### src/rtl/pc_sequencer.sv
// pc_sequencer: fetch/decode/execute/update control FSM that
// drives the program counter load and instruction register strobes.
module pc_sequencer #(
    parameter int          SIZE      = 16,
    parameter int          STEP      = 2,
    parameter logic [SIZE-1:0] BOOT_ADDR = '0
) (
    input  logic            clock,
    input  logic            reset,
    input  logic            start,
    input  logic [SIZE-1:0] pcValue,
    input  logic            memReady,
    input  logic            execDone,
    input  logic            branchTaken,
    input  logic [SIZE-1:0] branchTarget,
    input  logic            jump,
    input  logic [SIZE-1:0] jumpTarget,
    input  logic            halt,
    output logic            pcWrite,
    output logic [SIZE-1:0] nextAddress,
    output logic            fetchReq,
    output logic            irLoad,
    output logic [2:0]      state,
    output logic [15:0]     retired,
    output logic            halted
);

    typedef enum logic [2:0] {
        S_IDLE    = 3'd0,
        S_BOOT    = 3'd1,
        S_FETCH   = 3'd2,
        S_DECODE  = 3'd3,
        S_EXECUTE = 3'd4,
        S_UPDATE  = 3'd5,
        S_HALTED  = 3'd6,
        S_ILLEGAL = 3'd7
    } state_t;

    state_t          state_q, state_d;
    logic [SIZE-1:0] addr_q, addr_d;
    logic [15:0]     retired_q, retired_d;
    logic            halt_q, halt_d;
    logic [SIZE-1:0] seq_addr;

    // Sequential increment wraps modulo 2^SIZE by truncation.
    assign seq_addr = pcValue + SIZE'(STEP);

    // State and datapath registers, cleared asynchronously.
    always_ff @(posedge clock or posedge reset) begin
        if (reset) begin
            state_q   <= S_IDLE;
            addr_q    <= '0;
            retired_q <= '0;
            halt_q    <= 1'b0;
        end else begin
            state_q   <= state_d;
            addr_q    <= addr_d;
            retired_q <= retired_d;
            halt_q    <= halt_d;
        end
    end

    // Next-state, latched-address and strobe decode.
    always_comb begin
        state_d   = state_q;
        addr_d    = addr_q;
        retired_d = retired_q;
        halt_d    = halt_q;
        pcWrite   = 1'b0;
        fetchReq  = 1'b0;
        irLoad    = 1'b0;
        halted    = 1'b0;
        case (state_q)
            S_IDLE: begin
                if (start) begin
                    state_d = S_BOOT;
                    addr_d  = BOOT_ADDR;
                end
            end
            S_BOOT: begin
                pcWrite = 1'b1;
                state_d = S_FETCH;
            end
            S_FETCH: begin
                fetchReq = 1'b1;
                irLoad   = memReady;
                if (memReady) begin
                    state_d = S_DECODE;
                end
            end
            S_DECODE: begin
                state_d = S_EXECUTE;
            end
            S_EXECUTE: begin
                if (execDone) begin
                    state_d = S_UPDATE;
                    halt_d  = halt;
                    if (jump) begin
                        addr_d = jumpTarget;
                    end else if (branchTaken) begin
                        addr_d = branchTarget;
                    end else begin
                        addr_d = seq_addr;
                    end
                end
            end
            S_UPDATE: begin
                pcWrite = 1'b1;
                if (retired_q != 16'hFFFF) begin
                    retired_d = retired_q + 16'd1;
                end
                state_d = halt_q ? S_HALTED : S_FETCH;
            end
            S_HALTED: begin
                halted = 1'b1;
                if (start) begin
                    state_d = S_FETCH;
                end
            end
            default: begin
                state_d = S_IDLE;
            end
        endcase
    end

    assign nextAddress = addr_q;
    assign state       = state_q;
    assign retired     = retired_q;

endmodule

### config.mk
export PLATFORM = sky130hd
export DESIGN_NAME = pc_sequencer
export DESIGN_NICKNAME = d
export VERILOG_FILES = /design/src/rtl/pc_sequencer.sv
export SDC_FILE = /design/constraint.sdc
export NUM_CORES = 1
export LEC_CHECK = 0
export BUFFER_PORTS_ARGS = -buffer_cell sky130_fd_sc_hd__buf_4
export CORE_UTILIZATION = 52
export CTS_CLUSTER_DIAMETER = 30
export DETAILED_ROUTE_END_ITERATION = 7
export PLACE_DENSITY = 0.83
export SETUP_SLACK_MARGIN = 0.3
export SKIP_LAST_GASP = 1
export SLEW_MARGIN = 10
export SYNTH_ARGS = -nofsm -noshare
export SYNTH_HDL_FRONTEND = slang
export SYNTH_SLANG_ARGS = --single-unit
### constraint.sdc
create_clock -name clock -period 4.5 [get_ports clock]
set_input_delay 0.225 -clock clock [delete_from_list [all_inputs] [get_ports clock]]
set_output_delay 0.225 -clock clock [all_outputs]
set_load 0.02 [all_outputs]
==> qor.yml, run 1 <==
die:
  die_area_mm2: 0.004640
  initial_core_util: 0.5563
  io_pins: 95
  die_h_um: 68.12
  rows: 23
  die_x_um: 68.12
  core_mm2: 0.004086
setup_path:
  critPathRequiredTime_ns: 4.68
  ff2ff_setup_slack_ns: 2.50
  critPathArrivalTime_ns: 2.18
  path_class: "reg2reg"
  crit_path_max_fanout: 7
  cp-startpoint: "state[1]$_DFFE_PP0P_"
  crit_path_end_kind: "flip-flop"
  start_kind: "flip-flop"
  r2r_cells: 6
  r2r_end: "retired[9]$_DFFE_PP0P_"
  reg2reg_from: "state[1]$_DFFE_PP0P_"
  crit_end: "retired[9]$_DFFE_PP0P_"
global_routing:
  grt_max_degree: 37
  grt.overflow.total: 0
  grt_usage: 0.2804
  antenna_found_initial: 0
  grt_pass1_vias: 2126
  grt_pass1_wl_um: 9666
layout:
  n_antenna_cell: 0
  final_common_cell: "buf_4"
  final_cell_area_mm2: 0.003085
  fin_util: 0.7551
  fin_nets: 403
  syn_to_final_growth_pct: 35.72
  drive_above_1_share: 0.3215
  final_cell_mix: "95 x buf_4, 36 x dfrtp_1, 29 x nand2_1, 18 x o21ai_0, 14 x xnor2_1"
power_and_ir_drop:
  switching_share: 0.4096
  p_int_uw: 810.0
  seqPwrFrac: 0.367
  power_frac_clock: 0.159
  p_leak_nw: 1.466
  pwr_density_cell_mw_per_mm2: 444.6
  vdd_ir_drop_max_mv: 0.2885
  switchingPower_uw: 561.9
  p_comb_frac: 0.474
min_path:
  hp-class: "in2async"
logic_synthesis:
  synth_area_mm2: 0.002273
  ys_ff_latch: 36
  async_flop_share: 1.000
  yosysWarnings: 0
  yosysSeqAreaShare: 0.3963
  synth-edff-count: 0
  syn_nets: 311
  syn-mean-instance-area_um2: 9.204
  synth.distinct_cells: 44
  synthCells: 247
  ys.flop_type: "dfrtp_1"
placed_design:
  portBuffers: 94
  dp_hpwl_um: 4573
  placed_area_mm2: 0.003008
  gp_congestion: 0.8606
timing:
  holdWs_ns: 0.04528
  fin_crit_ns: 2.005
  fmax_mhz: 498.8
  period_share: 0.4455
  fin_skew_ns: 0.007544
  rsz0062_at_grt: "no"
  tns_ns: 0
  maxSlewHeadroom: 0.6146
  setup_violations: 0
  tightestPinTransition_ns: 0.5767
  finalMaxSlewViolations: 0
  hold_violations: 0
route:
  vias: 2308
  first_pass_iters: 5
  viasPerCell: 5.933
  drc: 0
  wl_per_cell_um: 15.41
  drt-total-wl_um: 5994
  antenna_left: 0
  first_iter_violations: 161
clocking:
  cts_max_path_buffers: 2
  cts_resized: 0
  post_cts_buffers: 0
  clock_latency_ns: 0.28
  clkSinkCount: 36
  cts_tree: "yes"
  clk_pin_slew_ns: 0.07
  htreeDepth: 2
  numCtsBuffers: 5
  postCtsHoldBufs: 0
  root_buffer: "clkbuf_8"
run_status:
  status: "finished, final reports clean"
flow_run:
  cap_violations: 0
flip-flops by register name, indices dropped and copies added, names as in the netlist:
signal / count
retired: 16
state: 3
halt_q: 1
nextAddress: 16
synth_stat cells (all sizes together), types with 2 or more instances:
| cell | instances | area (um^2) |
|---|---|---|
| o21ai | 20 | 100.1 |
| nand2b | 2 | 12.51 |
| o211ai | 2 | 15.01 |
| o21a | 2 | 15.01 |
| nand3 | 9 | 45.04 |
| a22o | 4 | 35.03 |
| buf | 3 | 15.01 |
| a21oi | 12 | 60.06 |
| and2 | 5 | 31.28 |
| inv | 7 | 26.28 |
| a222oi | 2 | 20.02 |
| xnor2 | 14 | 122.6 |
| nand2 | 29 | 108.9 |
| nand4 | 9 | 71.32 |
| mux2i | 5 | 50.05 |
| nor2 | 12 | 45.04 |
| nor3 | 3 | 15.01 |
| nand4b | 2 | 17.52 |
| and4 | 5 | 45.04 |
| nor4 | 5 | 46.29 |
| and3 | 10 | 62.56 |
| mux2 | 3 | 33.78 |
| dfrtp | 36 | 900.9 |
| a22oi | 5 | 37.54 |
| clkbuf | 7 | 26.28 |
| o2111ai | 3 | 26.28 |
| o221ai | 5 | 43.79 |
| ha | 8 | 100.1 |
| o22ai | 3 | 18.77 |
| xor2 | 5 | 43.79 |
cells by family (layout without fill, tap and decap cells):
group / Yosys count / in the layout / share of synthesized area
simple gates: 94 / 94 / 0.2300
compound gates: 64 / 64 / 0.1882
flops: 36 / 36 / 0.3963
xor+xnor: 19 / 19 / 0.07320
buf+inv: 18 / 110 / 0.03137
fa+ha+maj: 8 / 8 / 0.04403
mux: 8 / 8 / 0.03687
critical path: stages, from the launching register on:
cell     delay [ns]
dfrtp_1        0.42
inv_1          0.16
ha_1           0.27
and4_1         0.23
and3_1         0.30
and3_1         0.20
mux2_2         0.32
how the worst min path moves through the flow:
stage / start / to / slack (ns) / depth (start not counted)
final: reset / nextAddress[0]$_DFFE_PP0P_ / 0.05 / 3
after global routing: reset / nextAddress[14]$_DFFE_PP0P_ / 0.08 / 3
after CTS: reset / retired[13]$_DFFE_PP0P_ / 0.06 / 3
after detailed placement: reset / retired[8]$_DFFE_PP0P_ / 0.37 / 3
after global placement: reset / nextAddress[15]$_DFFE_PP0P_ / 0.36 / 3
after floorplan: halt / halt_q$_DFFE_PP0P_ / 0.33 / 2
metrics by stage:
stage / worst slack (ns) / cells / power, mW
4_1_cts: 2.499 / 389 / 1.375
5_1_grt: 2.300 / 389 / 1.471
6_report: 2.495 / 389 / 1.372
2_1_floorplan: 2.497 / 247 / 0.8773
3_5_place_dp: 2.510 / 382 / 1.156
3_3_place_gp: 2.606 / 382 / 1.138
cell type report:
| type | instances | area, um^2 |
|---|---|---|
| multi-input combinational | 193 | 1301 |
| clock buffer | 6 | 72.57 |
| clock inverter | 1 | 5.005 |
| inverter | 8 | 30.03 |
| sequential | 36 | 900.9 |
| timing repair buffer | 95 | 713.2 |
| tap | 50 | 62.56 |
| fill | 326 | 1001 |
per-layer routing:
| metal | GRT usage | part of all wire |
|---|---|---|
| met3 | 0.05167 | 0.074 |
| met4 | 0.09115 | 0.016 |
| met5 | 0 | 0 |
| met1 | 0.3582 | 0.41 |
| met2 | 0.4730 | 0.50 |
power by group through the flow:
stage                     sequential [mW]  clock [mW]  combinational [mW]
after floorplan                     0.596           0               0.281
after global placement              0.502           0               0.636
after detailed placement            0.507           0               0.649
after CTS                           0.502       0.220               0.653
after global routing                0.516       0.239               0.716
final                               0.503       0.218               0.651
No activity file was read; power rests on OpenSTA's default activity.
==> run 2, diff against run 1 <==
CORE_UTILIZATION = 48   (was 52)
PLACE_DENSITY = 0.77   (was 0.83)
clock period = 2.1 ns   (was 4.5 ns; I/O delays follow)
==> run 2 against run 1 <==
Effect of this change: the run now ends with design-rule violations left; sequential power is 110% higher; count of clock-buffer cells in the layout is 2 higher; non-clock buffer count is 5 higher; fmax is 14% higher; via count is 1.7% higher; total power is 130% higher; utilization is 4.0 points lower; critical endpoint unchanged; highest routed layer unchanged.
==> qor.yml, run 2 (synthesis results as in run 1) <==
min_path:
  hold_depth: 3
  hp-class: "in2reg"  # was in2async
  holdCritStartpoint: "halt"
  holdPathEnd: "halt_q$_DFFE_PP0P_"
power_and_ir_drop:
  seqPwrFrac: 0.347  # was 0.367
  p_comb_frac: 0.476  # was 0.474
  vdd_ir_drop_max_mv: 0.4734  # was 0.2885 mV
  power_frac_clock: 0.177  # was 0.159
  pwr_density_cell_mw_per_mm2: 978.0  # was 444.6 mW/mm^2
  p_leak_nw: 1.494  # was 1.466 nW
  p_int_mw: 1.855  # was 810.0 uW
  switchingPower_mw: 1.252  # was 561.9 uW
  switching_share: 0.4030  # was 0.4096
timing:
  fmax_mhz: 568.2  # was 498.8 MHz
  period_share: 0.8381  # was 0.4455
  maxSlewHeadroom: 0.6944  # was 0.6146
  fin_crit_ns: 1.760  # was 2.005 ns
  rsz0062_at_grt: "no"  # unchanged
  fin_skew_ns: 0.01049  # was 0.007544 ns
  finalMaxSlewViolations: 0  # unchanged
  tightestPinTransition_ns: 0.4584  # was 0.5767 ns
  setup_violations: 0  # unchanged
  tns_ns: 0  # unchanged
  hold_violations: 0  # unchanged
setup_path:
  start_kind: "flip-flop"  # unchanged
  critPathArrivalTime_ns: 1.94  # was 2.18 ns
  r2r_end: "retired[9]$_DFFE_PP0P_"  # unchanged
  crit_path_max_fanout: 6  # was 7
  ff2ff_setup_slack_ns: 0.34  # was 2.50 ns
  reg2reg_from: "state[1]$_DFFE_PP0P_"  # unchanged
  critPathRequiredTime_ns: 2.28  # was 4.68 ns
  path_class: "reg2reg"  # unchanged
  r2r_cells: 6  # unchanged
  crit_path_end_kind: "flip-flop"  # unchanged
global_routing:
  grt_usage: 0.2590  # was 0.2804
  grt_pass1_vias: 2180  # was 2126
  antenna_found_initial: 0  # unchanged
  grt_max_degree: 37  # unchanged
  grt.overflow.total: 0  # unchanged
  grt_pass1_wl_um: 10180  # was 9666 um
layout:
  n_antenna_cell: 0  # unchanged
  syn_to_final_growth_pct: 39.74  # was 35.72%
  fin_cells: 397  # was 389
  fin_util: 0.7148  # was 0.7551
  final_cell_mix: "99 x buf_4, 34 x dfrtp_1, 29 x nand2_1, 18 x o21ai_0, 14 x xnor2_1"  # was 95 x buf_4, 36 x dfrtp_1, 29 x nand2_1, 18 x o21ai_0, 14 x xnor2_1
  drive_above_1_share: 0.3565  # was 0.3215
  fin_nets: 408  # was 403
  final_common_cell: "buf_4"  # unchanged
clocking:
  clock_latency_ns: 0.29  # was 0.28 ns
  cts_max_path_buffers: 2  # unchanged
  numCtsBuffers: 5  # unchanged
  clk_pin_slew_ns: 0.08  # was 0.07 ns
  clkSinkCount: 36  # unchanged
  htreeDepth: 2  # unchanged
  root_buffer: "clkbuf_8"  # unchanged
  cts_tree: "yes"  # unchanged
  post_cts_buffers: 0  # unchanged
route:
  drt-total-wl_um: 6312  # was 5994 um
  wl_per_cell_um: 15.90  # was 15.41 um
  first_pass_iters: 7  # was 5
  first_iter_violations: 140  # was 161
  viasPerCell: 5.912  # was 5.933
  vias: 2347  # was 2308
  antenna_left: 0  # unchanged
  drc: 10  # was 0
die:
  die_area_mm2: 0.005015  # was 0.004640 mm^2
  io_pins: 95  # unchanged
  initial_core_util: 0.5115  # was 0.5563
  die_h_um: 70.82  # was 68.12 um
  core_mm2: 0.004444  # was 0.004086 mm^2
  die_x_um: 70.82  # was 68.12 um
  rows: 24  # was 23
run_status:
  status: "complete, but fails checks"  # was finished, final reports clean
  violations: "design-rule violations"
flow_run:
  cap_violations: 0  # unchanged
placed_design:
  dp.cells: 388  # was 382
  dp_hpwl_um: 4825  # was 4573 um
  portBuffers: 94  # unchanged
  gp_congestion: 0.8975  # was 0.8606
run 2: cell types whose count changed in the layout (fill, tap and decap cells not counted), sizes merged:
| cell | previous run | this run |
|---|---|---|
| dlygate4sd3 | 0 | 1 |
| clkinv | 2 | 1 |
| clkbuf | 6 | 8 |
| buf | 95 | 99 |
run 2: worst max path at each step:
stage	start	end	slack (ns)	cells past startpoint
after global placement	retired[0]$_DFFE_PP0P_	retired[1]$_DFFE_PP0P_	0.42	5
after floorplan	state[1]$_DFFE_PP0P_	retired[9]$_DFFE_PP0P_	0.30	7
after detailed placement	retired[0]$_DFFE_PP0P_	retired[1]$_DFFE_PP0P_	0.37	5
after CTS	retired[0]$_DFFE_PP0P_	retired[1]$_DFFE_PP0P_	0.37	5
final	state[1]$_DFFE_PP0P_	retired[9]$_DFFE_PP0P_	0.34	6
after global routing	state[1]$_DFFE_PP0P_	retired[9]$_DFFE_PP0P_	0.30	6
run 2: critical path, stage by stage, from the launching register on:
cell and delay [ns]:
dfrtp_2 0.43, inv_2 0.12, ha_4 0.18, and4_1 0.22, and3_1 0.19, and3_1 0.17
mux2_2 0.32
run 2: routing by layer:
metal	vias up	GRT usage	part of all wire
met2	95	0.4455	0.51
li1	1112	-	-
met3	8	0.04558	0.059
met5	-	0	0
met4	0	0.07778	0.013
met1	1132	0.3339	0.42
run 2: what timing repair did:
action                                  CTS  global route
hold endpoints to repair                 36             0
hold buffers                              1             0
resized for setup                         0             5
endpoints found under the setup margin    0             8
run 2: stage by stage:
| stage | hold WS [ns] | power, mW | setup WS [ns] | instance area [um^2] |
|---|---|---|---|---|
| floorplan | 0.2104 | 1.903 | 0.2990 | 2290 |
| global placement | 0.2415 | 2.511 | 0.4233 | 3055 |
| detailed placement | 0.2646 | 2.547 | 0.3700 | 3055 |
| CTS | 0.01567 | 3.103 | 0.3666 | 3166 |
| global route | 0.03129 | 3.284 | 0.3011 | 3177 |
| finish | 0.01646 | 3.107 | 0.3399 | 3177 |
run 2: power groups by stage:
stage	logic, mW	clock network (mW)	registers, mW
after floorplan	0.615	0	1.29
after global placement	1.44	0	1.07
after detailed placement	1.47	0	1.08
after CTS	1.48	0.555	1.07
after global routing	1.59	0.587	1.10
final	1.48	0.550	1.08
run 2: area by class of cell:
class / count / area (um^2)
Clock buffer: 8 / 100.1
Fill cell: 342 / 1267
Inverter: 8 / 30.03
Multi-Input combinational cell: 193 / 1325
Sequential cell: 36 / 903.4
Tap cell: 52 / 65.06
Timing Repair Buffer: 100 / 753.2
==> run 3, diff against run 2 <==
CORE_UTILIZATION = 44   (was 48)
PLACE_DENSITY = 0.74   (was 0.77)
clock period = 1.4 ns   (was 2.1 ns; I/O delays follow)
==> run 3 against run 2 <==
Effect of this change: wire length increased by 43%; sequential cell count unchanged; sequential share of layout area decreased by 6.0 points; critical path type unchanged; utilization grew 12 points; clock power up 71%; die area grew 8.8%; the flow finishes with violations (negative setup slack); fmax up 7.3%; clock skew down 0.0050 ns; non-clock buffer count is 51 higher; critical endpoint is now retired[5]$_DFFE_PP0P_; critical path depth unchanged; final area grew 28%.
==> qor.yml, run 3 (synthesis results as in run 1) <==
clocking:
  numCtsBuffers: 5  # unchanged
  root_buffer: "clkbuf_8"  # unchanged
  clock_latency_ns: 0.30  # was 0.29 ns
  cts_max_path_buffers: 2  # unchanged
  clk_pin_slew_ns: 0.08  # about the same
  cts_tree: "yes"  # unchanged
  clkSinkCount: 36  # unchanged
  htreeDepth: 2  # unchanged
timing:
  tightestPinTransition_ns: 0.6517  # was 0.4584 ns
  fin_skew_ns: 0.005462  # was 0.01049 ns
  holdWs_ns: 0.007824  # was 0.01646 ns
  finalMaxSlewViolations: 0  # unchanged
  period_share: 1.172  # was 0.8381
  setup_slack_ns: -0.2407  # was 0.3399 ns
  fmax_mhz: 609.5  # was 568.2 MHz
  hold_violations: 0  # unchanged
  setup_violations: 37  # was 0
  maxSlewHeadroom: 0.5543  # was 0.6944
  fin_crit_ns: 1.641  # was 1.760 ns
  rsz0062_at_grt: "yes"  # was no
layout:
  multi_input_area_mm2: 0.001647  # was 0.001325 mm^2
  final_common_cell: "buf_4"  # unchanged
  n_antenna_cell: 0  # unchanged
  seq_area_um2: 914.6  # was 903.4 um^2
  syn_to_final_growth_pct: 79.09  # was 39.74%
  final_cell_mix: "121 x buf_4, 25 x dfrtp_1, 24 x buf_6, 19 x nand2_1, 13 x xnor2_1"  # was 99 x buf_4, 34 x dfrtp_1, 29 x nand2_1, 18 x o21ai_0, 14 x xnor2_1
  fin_util: 0.8397  # was 0.7148
  fillCellCount: 260  # was 342
  drive_above_1_share: 0.5833  # was 0.3565
  fin_cells: 463  # was 397
  fin_nets: 459  # was 408
min_path:
  hp-class: "in2reg"  # unchanged
global_routing:
  grt_usage: 0.2696  # was 0.2590
  grt_pass1_wl_um: 11060  # was 10180 um
  grt.overflow.total: 0  # unchanged
  antenna_found_initial: 0  # unchanged
  grt_max_degree: 37  # unchanged
  grt_pass1_vias: 2451  # was 2180
placed_design:
  dp.cells: 439  # was 388
  gp_congestion: 1.013  # was 0.8975
  dp_hpwl_um: 5319  # was 4825 um
  portBuffers: 94  # unchanged
die:
  die_area_mm2: 0.005458  # was 0.005015 mm^2
  initial_core_util: 0.4689  # was 0.5115
  rows: 25  # was 24
  core_mm2: 0.004848  # was 0.004444 mm^2
  io_pins: 95  # unchanged
  die_h_um: 73.88  # was 70.82 um
  die_x_um: 73.88  # was 70.82 um
setup_path:
  critPathArrivalTime_ns: 1.85  # was 1.94 ns
  ff2ff_setup_slack_ns: -0.24  # was 0.34 ns
  crit_path_end_kind: "flip-flop"  # unchanged
  start_kind: "flip-flop"  # unchanged
  crit_path_max_fanout: 6  # unchanged
  critPathRequiredTime_ns: 1.61  # was 2.28 ns
  path_class: "reg2reg"  # unchanged
route:
  drc: 0  # was 10
  vias: 2766  # was 2347
  first_iter_violations: 195  # was 140
  viasPerCell: 5.974  # was 5.912
  first_pass_iters: 5  # was 7
  antenna_left: 0  # unchanged
  wl_per_cell_um: 19.50  # was 15.90 um
  drt-total-wl_um: 9030  # was 6312 um
run_status:
  status: "complete, but fails checks"  # unchanged
  violations: "negative setup slack"  # was design-rule violations
power_and_ir_drop:
  p_leak_nw: 1.835  # was 1.494 nW
  vdd_ir_drop_max_mv: 0.9123  # was 0.4734 mV
  pwr_density_cell_mw_per_mm2: 1598  # was 978.0 mW/mm^2
flow_run:
  cap_violations: 0  # unchanged
[run 3: worst max-delay path: stages, from the launching register on]
cell and delay (ns):
dfrtp_2 0.39, ha_4 0.13, and3_4 0.20, buf_6 0.10
nand4_1 0.27, o211ai_1 0.32, xnor2_1 0.15
[run 3: per-stage QoR]
step | total power [mW] | cell area, um^2 | setup slack, ns | TNS [ns]
detailed placement | 4.261 | 3416 | -0.2176 | -3.015
finish | 6.506 | 4071 | -0.2407 | -4.518
floorplan | 2.993 | 2390 | -0.3875 | -2.495
CTS | 5.393 | 3685 | -0.1801 | -1.857
global placement | 4.191 | 3416 | -0.1582 | -2.223
global route | 6.767 | 4071 | -0.3070 | -6.070
[run 3: final timing paths]
check,start,to,cells after the start
worst max-delay path,retired[1]$_DFFE_PP0P_,retired[5]$_DFFE_PP0P_,6
worst min-delay path,jumpTarget[6],nextAddress[6]$_DFFE_PP0P_,3
worst max register to register,retired[1]$_DFFE_PP0P_,retired[5]$_DFFE_PP0P_,6
worst min register to register,nextAddress[14]$_DFFE_PP0P_,nextAddress[14]$_DFFE_PP0P_,2
max in group asynchronous,reset,retired[11]$_DFFE_PP0P_,4
min in group asynchronous,reset,nextAddress[3]$_DFFE_PP0P_,4
[run 3: area by class of cell]
cell class / count / area share
Clock buffer: 6 / 0.01782
Clock inverter: 2 / 0.008605
Inverter: 8 / 0.009834
Multi-Input combinational cell: 193 / 0.4044
Sequential cell: 36 / 0.2246
Tap cell: 67 / 0.02059
Timing Repair Buffer: 151 / 0.3141
[run 3: repair_timing]
action                     in CTS  in global routing
gates resized for setup        30                 73
hold endpoints to repair       37                  0
setup buffers                   3                 10
gates cloned                    0                  1
hold buffers                    2                  0
pin swaps                      14                 36
setup endpoints to repair      42                 46
[run 3: layer usage]
layer	routed length (um)	track usage	share of wire
met1	3384	0.3167	0.37
met2	4634	0.4648	0.51
met3	558	0.05213	0.062
met4	454	0.1389	0.050
met5	0	0	0
[run 3: report_power, final]
group / switching, mW / internal (mW)
clock network: 0.410 / 0.529
registers: 0.291 / 1.36
logic: 1.91 / 2.01
